--- config.mk ---
export PLATFORM = sky130hd
export DESIGN_NAME = mem_stage_flat
export DESIGN_NICKNAME = d
export VERILOG_FILES = /design/src/rtl/mem_stage_pkg.sv /design/src/rtl/mem_stage_if.sv /design/src/rtl/mem_stage_load_ext.sv /design/src/rtl/mem_stage.sv /design/src/flat_wrapper.sv
export SDC_FILE = /design/constraint.sdc
export NUM_CORES = 1
export LEC_CHECK = 0
export BUFFER_PORTS_ARGS = -buffer_cell sky130_fd_sc_hd__buf_4
export CAP_MARGIN = 20
export CORE_MARGIN = 3
export CORE_UTILIZATION = 35
export CTS_BUF_LIST = sky130_fd_sc_hd__clkbuf_4 sky130_fd_sc_hd__clkbuf_8
export CTS_CLUSTER_SIZE = 24
export DETAILED_ROUTE_END_ITERATION = 6
export PLACE_DENSITY = 0.69
export SETUP_SLACK_MARGIN = 0.05
export SLEW_MARGIN = 30
export SYNTH_ARGS = -nofsm -noshare
export SYNTH_HDL_FRONTEND = slang
export SYNTH_SLANG_ARGS = --single-unit
--- constraint.sdc ---
create_clock -name clk -period 6.5 [get_ports clk]
set_input_delay 1.3 -clock clk [delete_from_list [all_inputs] [get_ports clk]]
set_output_delay 1.3 -clock clk [all_outputs]
set_load 0.02 [all_outputs]
--- src/rtl/mem_stage_pkg.sv ---
// Shared definitions for the memory-access stage: bus widths, load_op bit positions, bus layouts.
// Latency: n/a (types and constants only).
// Backpressure: n/a.
package mem_stage_pkg;

    localparam int ES_TO_MS_BUS_WD   = 76;
    localparam int MS_TO_WS_BUS_WD   = 70;
    localparam int MS_FWD_BUS_WD     = 38;
    localparam int ES_MUL_RES_BUS_WD = 65;

    // One-hot load_op bit positions
    localparam int LD_B  = 4;
    localparam int LD_H  = 3;
    localparam int LD_W  = 2;
    localparam int LD_BU = 1;
    localparam int LD_HU = 0;

    typedef struct packed {
        logic        res_from_mul;
        logic [4:0]  load_op;
        logic        gr_we;
        logic [4:0]  dest;
        logic [31:0] alu_result;
        logic [31:0] pc;
    } es_to_ms_t;

    typedef struct packed {
        logic        gr_we;
        logic [4:0]  dest;
        logic [31:0] final_result;
        logic [31:0] pc;
    } ms_to_ws_t;

    typedef struct packed {
        logic        gr_we;
        logic [4:0]  dest;
        logic [31:0] final_result;
    } ms_fwd_t;

    typedef struct packed {
        logic        mul_hi_sel;
        logic [63:0] product;
    } mul_res_t;

endpackage

--- src/rtl/mem_stage_if.sv ---
// Bundle of the execute->mem, mem->writeback and forwarding signals around the memory stage.
// Latency: n/a (wiring only).
// Backpressure: valid/allowin on both sides; the forwarding bus has no backpressure.
interface mem_stage_if;
    import mem_stage_pkg::*;

    logic                         ws_allowin;
    logic                         ms_allowin;
    logic                         es_to_ms_valid;
    logic [ES_TO_MS_BUS_WD-1:0]   es_to_ms_bus;
    logic [ES_MUL_RES_BUS_WD-1:0] es_mul_res_bus;
    logic [31:0]                  data_sram_rdata;
    logic                         ms_to_ws_valid;
    logic [MS_TO_WS_BUS_WD-1:0]   ms_to_ws_bus;
    logic [MS_FWD_BUS_WD-1:0]     ms_fwd_bus;

    // Memory stage side
    modport slave (
        input  ws_allowin,
        input  es_to_ms_valid,
        input  es_to_ms_bus,
        input  es_mul_res_bus,
        input  data_sram_rdata,
        output ms_allowin,
        output ms_to_ws_valid,
        output ms_to_ws_bus,
        output ms_fwd_bus
    );

    // Surrounding pipeline side (execute, SRAM, writeback, decode)
    modport master (
        output ws_allowin,
        output es_to_ms_valid,
        output es_to_ms_bus,
        output es_mul_res_bus,
        output data_sram_rdata,
        input  ms_allowin,
        input  ms_to_ws_valid,
        input  ms_to_ws_bus,
        input  ms_fwd_bus
    );

endinterface

--- src/rtl/mem_stage_load_ext.sv ---
// Load extract: picks the byte/halfword/word addressed by lane out of a read word and extends it.
// Latency: combinational.
// Backpressure: none.
module mem_load_ext
    import mem_stage_pkg::*;
(
    input  logic [31:0] rdata,
    input  logic [1:0]  lane,
    input  logic [4:0]  load_op,
    output logic [31:0] value
);

    logic [7:0]  byte_sel;
    logic [15:0] half_sel;

    // Select the addressed byte and halfword lanes
    always_comb begin
        byte_sel = rdata[7:0];
        case (lane)
            2'd0: byte_sel = rdata[7:0];
            2'd1: byte_sel = rdata[15:8];
            2'd2: byte_sel = rdata[23:16];
            2'd3: byte_sel = rdata[31:24];
            default: byte_sel = rdata[7:0];
        endcase
        half_sel = lane[1] ? rdata[31:16] : rdata[15:0];
    end

    // Sign/zero extend according to the one-hot load type; ld.w returns the word as is
    always_comb begin
        value = rdata;
        if (load_op[LD_B])
            value = {{24{byte_sel[7]}}, byte_sel};
        else if (load_op[LD_BU])
            value = {24'd0, byte_sel};
        else if (load_op[LD_H])
            value = {{16{half_sel[15]}}, half_sel};
        else if (load_op[LD_HU])
            value = {16'd0, half_sel};
    end

endmodule

--- src/rtl/mem_stage.sv ---
// Memory-access stage: holds one instruction, forms its writeback value from load data, multiplier or ALU.
// Latency: 1 cycle from execute->mem transfer to ms_to_ws_valid; forwarding bus is combinational.
// Backpressure: ms_allowin = !ms_valid || ws_allowin; on stall the instruction and its result are held.
// Optional feature macro: MS_MUL_RES_EN enables the multiply result path (es_mul_res_bus, mul_buf).
module mem_stage
    import mem_stage_pkg::*;
(
    input  logic        clk,
    input  logic        reset,
    mem_stage_if.slave  pif
);

    logic        ms_valid;
    logic        first;
    es_to_ms_t   bus_r;
    logic [31:0] rdata_buf;
    logic [31:0] rdata_eff;
    logic [31:0] load_value;
    logic [31:0] final_result;
    logic        ms_allowin;
    ms_to_ws_t   ws_bus;
    ms_fwd_t     fwd_bus;

`ifdef MS_MUL_RES_EN
    mul_res_t    mul_buf;
    mul_res_t    mul_eff;
`endif

    // The SRAM word and multiplier result are captured in the first cycle, so the stage never waits
    assign ms_allowin = !ms_valid || pif.ws_allowin;

    // Stage occupancy
    always_ff @(posedge clk) begin
        if (reset)
            ms_valid <= 1'b0;
        else if (ms_allowin)
            ms_valid <= pif.es_to_ms_valid;
    end

    // Instruction register; first marks the cycle right after a transfer, when live inputs are valid
    always_ff @(posedge clk) begin
        if (reset) begin
            bus_r <= '0;
            first <= 1'b0;
        end else if (pif.es_to_ms_valid && ms_allowin) begin
            bus_r <= es_to_ms_t'(pif.es_to_ms_bus);
            first <= 1'b1;
        end else begin
            first <= 1'b0;
        end
    end

    // Capture the SRAM read word while it is live so the result survives writeback stalls
    always_ff @(posedge clk) begin
        if (reset)
            rdata_buf <= '0;
        else if (first)
            rdata_buf <= pif.data_sram_rdata;
    end

    assign rdata_eff = first ? pif.data_sram_rdata : rdata_buf;

`ifdef MS_MUL_RES_EN
    // Capture the multiplier pipe output while it is live
    always_ff @(posedge clk) begin
        if (reset)
            mul_buf <= '0;
        else if (first)
            mul_buf <= mul_res_t'(pif.es_mul_res_bus);
    end

    assign mul_eff = first ? mul_res_t'(pif.es_mul_res_bus) : mul_buf;
`endif

    mem_load_ext u_load_ext (
        .rdata   (rdata_eff),
        .lane    (bus_r.alu_result[1:0]),
        .load_op (bus_r.load_op),
        .value   (load_value)
    );

    // Writeback value: load beats multiply beats ALU
    always_comb begin
        final_result = bus_r.alu_result;
        if (|bus_r.load_op)
            final_result = load_value;
`ifdef MS_MUL_RES_EN
        else if (bus_r.res_from_mul)
            final_result = mul_eff.mul_hi_sel ? mul_eff.product[63:32] : mul_eff.product[31:0];
`else
        else if (bus_r.res_from_mul)
            final_result = bus_r.alu_result;
`endif
    end

    // Output bus assembly
    always_comb begin
        ws_bus.gr_we         = bus_r.gr_we;
        ws_bus.dest          = bus_r.dest;
        ws_bus.final_result  = final_result;
        ws_bus.pc            = bus_r.pc;
        fwd_bus.gr_we        = bus_r.gr_we & ms_valid;
        fwd_bus.dest         = bus_r.dest;
        fwd_bus.final_result = final_result;
    end

    assign pif.ms_allowin     = ms_allowin;
    assign pif.ms_to_ws_valid = ms_valid;
    assign pif.ms_to_ws_bus   = ws_bus;
    assign pif.ms_fwd_bus     = fwd_bus;

endmodule

--- src/flat_wrapper.sv ---
// flat-port wrapper written by rule: the top's interface ports become plain ports
module mem_stage_flat import mem_stage_pkg::*;
  (clk, reset, pif_ws_allowin, pif_es_to_ms_valid, pif_es_to_ms_bus, pif_es_mul_res_bus, pif_data_sram_rdata, pif_ms_allowin, pif_ms_to_ws_valid, pif_ms_to_ws_bus, pif_ms_fwd_bus);
  mem_stage_if pif_i ();
  input  logic clk;
  input  logic reset;
  input wire logic [$bits(pif_i.ws_allowin)-1:0] pif_ws_allowin;
  input wire logic [$bits(pif_i.es_to_ms_valid)-1:0] pif_es_to_ms_valid;
  input wire logic [$bits(pif_i.es_to_ms_bus)-1:0] pif_es_to_ms_bus;
  input wire logic [$bits(pif_i.es_mul_res_bus)-1:0] pif_es_mul_res_bus;
  input wire logic [$bits(pif_i.data_sram_rdata)-1:0] pif_data_sram_rdata;
  output wire logic [$bits(pif_i.ms_allowin)-1:0] pif_ms_allowin;
  output wire logic [$bits(pif_i.ms_to_ws_valid)-1:0] pif_ms_to_ws_valid;
  output wire logic [$bits(pif_i.ms_to_ws_bus)-1:0] pif_ms_to_ws_bus;
  output wire logic [$bits(pif_i.ms_fwd_bus)-1:0] pif_ms_fwd_bus;
  assign pif_i.ws_allowin = pif_ws_allowin;
  assign pif_i.es_to_ms_valid = pif_es_to_ms_valid;
  assign pif_i.es_to_ms_bus = pif_es_to_ms_bus;
  assign pif_i.es_mul_res_bus = pif_es_mul_res_bus;
  assign pif_i.data_sram_rdata = pif_data_sram_rdata;
  assign pif_ms_allowin = pif_i.ms_allowin;
  assign pif_ms_to_ws_valid = pif_i.ms_to_ws_valid;
  assign pif_ms_to_ws_bus = pif_i.ms_to_ws_bus;
  assign pif_ms_fwd_bus = pif_i.ms_fwd_bus;
  mem_stage u_core (.clk(clk), .reset(reset), .pif(pif_i));
endmodule
# ---- Yosys cells after proc, flatten, opt, wreduce, memory -nomap -nowiden
# Cells that the tools add are included.
dict set report word_totals {
  register_bits 109
  inputBits 177
  output_inout_bits 110
  word_cells 26
}
dict set report op_classes {
  eq_ne 3
  mux 9
  n_bitwise 1
  reduce_logical 5
}
# operator n
set ops {}
lappend ops {{2-to-1 mux 32 bit} 6}
lappend ops {{one-hot mux 8 bit (4 select lines)} 1}
lappend ops {{2-to-1 mux 16 bit} 1}
lappend ops {{OR reduction 5 bit} 1}
lappend ops {{equality test 2 bit (second input constant)} 2}
lappend ops {{equality test 2 x 1 -> 1 bit (second input constant)} 1}
lappend ops {{logical NOT 2 bit} 1}
lappend ops {{AND 1 bit} 1}
lappend ops {{logical AND 1 bit} 1}
lappend ops {{logical NOT 1 bit} 1}
lappend ops {{logical OR 1 bit} 1}
lappend ops {{2-to-1 mux 1 bit} 1}

# ---- Depth between registers and ports, before layout
dict set report depth {
  ltp_word 7
  depth_mapped 8
  depth_no_buf 4
}

# ---- Modules after synthesis
# A second synthesis with hierarchy kept.
dict set report hier_totals {
  hier_cells 689
  hier_area_um2 6013.3
}
# module instances cells_per_inst area_per_inst_um2 seq_area_each_um2
set modules_own_cells {}
lappend modules_own_cells {mem_stage 1 564 5216.3 2182.1}
lappend modules_own_cells {mem_load_ext 1 125 797.0 0.0}

# ---- Worst setup path after synthesis
# OpenSTA, ideal clock, no wires.
dict set report synth_path {
  kind {input -> output}
  startpoint {input port pif_data_sram_rdata[31]}
  endpoint {output port pif_ms_to_ws_bus[52]}
  arrival_time_ns 2.738
  required_time_ns 5.200
  slack_ns 2.462
  cell_stages 6
  n_path_buf 2
  path_cell_list {mux2i_1 mux4_2 o22ai_4 buf_6 o22a_1 buf_4}
}
dict set report synth_via {
  elab_chain_len 6
  word_cells_on_any_way 7
  classes_between {mux (7)}
}
# item line_no
set synth_rtl {}
lappend synth_rtl {{start: declaration} flat_wrapper.sv:11} ;# input wire logic [$bits(pif_i.data_sram_rdata)-1:0] pif_data_sram_rdata;
lappend synth_rtl {{2-to-1 mux 32 bit *} mem_stage.sv:61} ;# assign rdata_eff = first ? pif.data_sram_rdata : rdata_buf;
lappend synth_rtl {{2-to-1 mux 16 bit} mem_stage_load_ext.sv:26} ;# half_sel = lane[1] ? rdata[31:16] : rdata[15:0];
lappend synth_rtl {{2-to-1 mux 32 bit} mem_stage_load_ext.sv:36} ;# else if (load_op[LD_H])
lappend synth_rtl {{2-to-1 mux 32 bit} mem_stage_load_ext.sv:34} ;# else if (load_op[LD_BU])
lappend synth_rtl {{2-to-1 mux 32 bit *} mem_stage_load_ext.sv:32} ;# if (load_op[LD_B])
lappend synth_rtl {{2-to-1 mux 32 bit *} mem_stage.sv:85} ;# if (|bus_r.load_op)
lappend synth_rtl {{end: declaration} flat_wrapper.sv:14} ;# output wire logic [$bits(pif_i.ms_to_ws_bus)-1:0] pif_ms_to_ws_bus;
# Every way passes the cells marked *; elsewhere a longest branch is shown, timed or not.

# ---- Worst setup path after layout
dict set report layout_path {
  startpoint {input port pif_data_sram_rdata[23]}
  endpoint {output port pif_ms_fwd_bus[31]}
}
dict set report layout_via {
  elab_chain_len 4
}
# item line_no
set layout_rtl {}
lappend layout_rtl {{2-to-1 mux 32 bit} mem_stage.sv:61}
lappend layout_rtl {{one-hot mux 8 bit (4 select lines)} mem_stage_load_ext.sv:19} ;# case (lane)
lappend layout_rtl {{2-to-1 mux 32 bit} mem_stage_load_ext.sv:32}
lappend layout_rtl {{2-to-1 mux 32 bit} mem_stage.sv:85}
lappend layout_rtl {{end: declaration} flat_wrapper.sv:15} ;# output wire logic [$bits(pif_i.ms_fwd_bus)-1:0] pif_ms_fwd_bus;
# Every way passes these cells.

==> flow_summary.json <==
{
  "run_status": "completed",
  "pwr-share-clk": 0.244,
  "rows": 44,
  "fillCellCount": 1501,
  "skew_ns": 0.008135,
  "insertion_delay_ns": 0.38,
  "die_height_um": 128.4,
  "worstHoldStart": "u_core.pif.ms_to_ws_bus[6]",
  "p_int_mw": 1.082,
  "r2r_slack_ns": 4.62,
  "fin_crit_sh": 0.6583,
  "multi_input_area_sq_um": 2282,
  "syn_area_per_cell_sq_um": 8.252,
  "r2r_end": "u_core.pif.ms_to_ws_bus[7]",
  "p_comb_frac": 0.306,
  "power_density_nw_per_um2": 247.4,
  "min_path_type": "reg -> reg",
  "drive_gt1_frac": 0.3320,
  "hpwlAfterDp_um": 10600,
  "cp_max_fo": 16,
  "worst_slew_pin_slew_ns": 0.9148,
  "hold_depth": 2,
  "hold_viol_final": 0,
  "final_nets": 928,
  "fmax_mhz": 233.7,
  "slew_viol_final": 0,
  "num_vias": 4498,
  "synthArstFlopShare": 0,
  "dieArea_sq_um": 16480,
  "synth_most_common_cell": "nand2_1",
  "synth.largest_area_cell": "dfxtp_1",
  "routabilityCongestion": 0.8080,
  "synth_top_area_share": 0.4164,
  "cts_hold_buf": 0,
  "critical_path_class": "in -> out",
  "synth_flop_cell": "dfxtp_1",
  "firstDrtPassIters": 4,
  "drt-total-wl_um": 14700,
  "yosysSeqAreaShare": 0.4164,
  "clk_pin_slew_ns": 0.09,
  "numCtsBuffers": 9,
  "maxCapViolations": 0,
  "setup_slack_ns": 2.221,
  "switching_share": 0.3345,
  "antenna-diode-count": 0,
  "ioPinCount": 287,
  "yosysWarnings": 0,
  "synth_commonest_cells": "nand2_1, dfxtp_1, a21oi_1",
  "grt_usage": 0.1725,
  "rr_worst_depth": 5,
  "critPathArrivalTime_ns": 2.98,
  "syn2layout_area_growth_pct": 25.45,
  "die_width_um": 128.4,
  "drc_errors": 0,
  "grt_setup_unrepaired": "false",
  "syn_inst": 635,
  "initial_core_util": 0.3592,
  "dp_worst_setup_slack_ns": 2.182,
  "avgRoutedWirePerCell_um": 15.64,
  "post_cts_buffers": 0,
  "syn-cell-area_sq_um": 5240,
  "grt_pass1_vias": 4315,
  "clockRootBuffer": "clkbuf_8",
  "p_leak_nw": 3.073,
  "portBuffers": 220,
  "drt-initial-drc-count": 291,
  "syn_nets": 812,
  "synth_cell_type_count": 31,
  "synth_edf_count": 0,
  "period_needed_ns": 4.279,
  "synth-seq-cells": 109,
  "seq_power_share": 0.450,
  "core_sq_um": 14590,
  "startpoint": "pif_data_sram_rdata[23]",
  "cts_tree": "yes",
  "ant_nets": 0,
  "grt_max_degree": 76,
  "regArea_sq_um": 2186,
  "cp-start-kind": "input port",
  "overflow": 0,
  "grt_first_pass_wirelength_um": 22380,
  "r2r_start": "u_core.pif.ms_to_ws_valid",
  "antenna_found_initial": 1,
  "irDropWorstVdd_uv": 192.7,
  "ctsResizeCount": 0,
  "p_switching_mw": 0.5440,
  "cts.sinks": 109,
  "hold_slack_ns": 0.4605,
  "synth_area_leaders": "dfxtp_1, mux2i_1, nand2_1",
  "viasPerCell": 4.785,
  "cts_max_level": 3,
  "maxSlewHeadroom": 0.3901,
  "cp-end-kind": "output pin",
  "min_to": "u_core.pif.ms_to_ws_bus[6]",
  "setup_viol": 0,
  "tns_ns": 0,
  "worstPathRequired_ns": 5.20,
  "cts_buffer_depth": 2
}
[final cells by class]
| class | instances | share of cell area |
|---|---|---|
| clock buffer | 11 | 0.02303 |
| clock inverter | 5 | 0.005329 |
| inverter | 4 | 0.002284 |
| multi-input combinational | 404 | 0.3472 |
| sequential | 109 | 0.3325 |
| tap | 184 | 0.03502 |
| timing repair buffer | 223 | 0.2547 |
[power by group through the flow]
stage	Clock (mW)	Sequential, mW	Combinational (mW)
global placement	0	0.747	0.498
global route	0.441	0.738	0.536
floorplan	0	0.734	0.360
detailed placement	0	0.748	0.502
CTS	0.415	0.733	0.503
finish	0.396	0.732	0.498
[cell families after synthesis]
logic type / synth area share
mux: 0.1215
buf+inv: 0.1502
flops: 0.4164
simple gates: 0.1504
compound gates: 0.1614
[cell usage in the layout (no fill, tap or decap), types with 2 or more instances in the layout]
master      n
buf_4     223
clkinv_4    2
inv_1       4
mux2i_1    58
o22ai_1    11
a21oi_1    94
dfxtp_1   108
nand2_1   152
clkinv_2    2
clkbuf_8   11
nor2_1     42
a221o_1     8
mux2_2      3
nand2b_1    2
o22a_1     16
[metal layers]
layer | global-route usage | share of wire | vias up | wire length [um]
li1 | - | - | 2285 | -
met1 | 0.2127 | 0.42 | 2036 | 6176
met2 | 0.2819 | 0.48 | 161 | 7116
met3 | 0.06144 | 0.082 | 14 | 1206
met4 | 0.05556 | 0.012 | 2 | 178
met5 | 0 | 0.0014 | - | 20
[flip-flops by register name, indices dropped and copies added (netlist names)]
register                   count
u_core.bus_r                  37
u_core.first                   1
u_core.pif.ms_fwd_bus          5
u_core.pif.ms_to_ws_bus       33
u_core.pif.ms_to_ws_valid      1
u_core.rdata_buf              32
[metrics by stage]
stage	cell area, sq um	total power, mW	util	instances
4_1_cts	6564	1.650	0.4499	940
2_1_floorplan	5240	1.095	-	635
5_1_grt	6574	1.715	0.4506	940
3_5_place_dp	6377	1.249	0.4371	924
6_report	6574	1.626	0.4506	940
3_3_place_gp	6377	1.244	0.4371	924
[critical path: stages]
cell and delay (ns):
buf_4 0.08, mux2i_1 0.13, mux4_2 0.57, o22ai_4 0.44, o22a_1 0.28, buf_4 0.17
[how the worst max path moves through the flow]
stage | end | slack (ns)
finish | pif_ms_fwd_bus[31] | 2.22
global route | pif_ms_fwd_bus[15] | 2.06
CTS | pif_ms_fwd_bus[31] | 1.91
detailed placement | pif_ms_fwd_bus[31] | 2.18
global placement | pif_ms_to_ws_bus[63] | 2.16
floorplan | pif_ms_to_ws_bus[52] | 2.46
No activity file was read; power rests on OpenSTA's default activity.
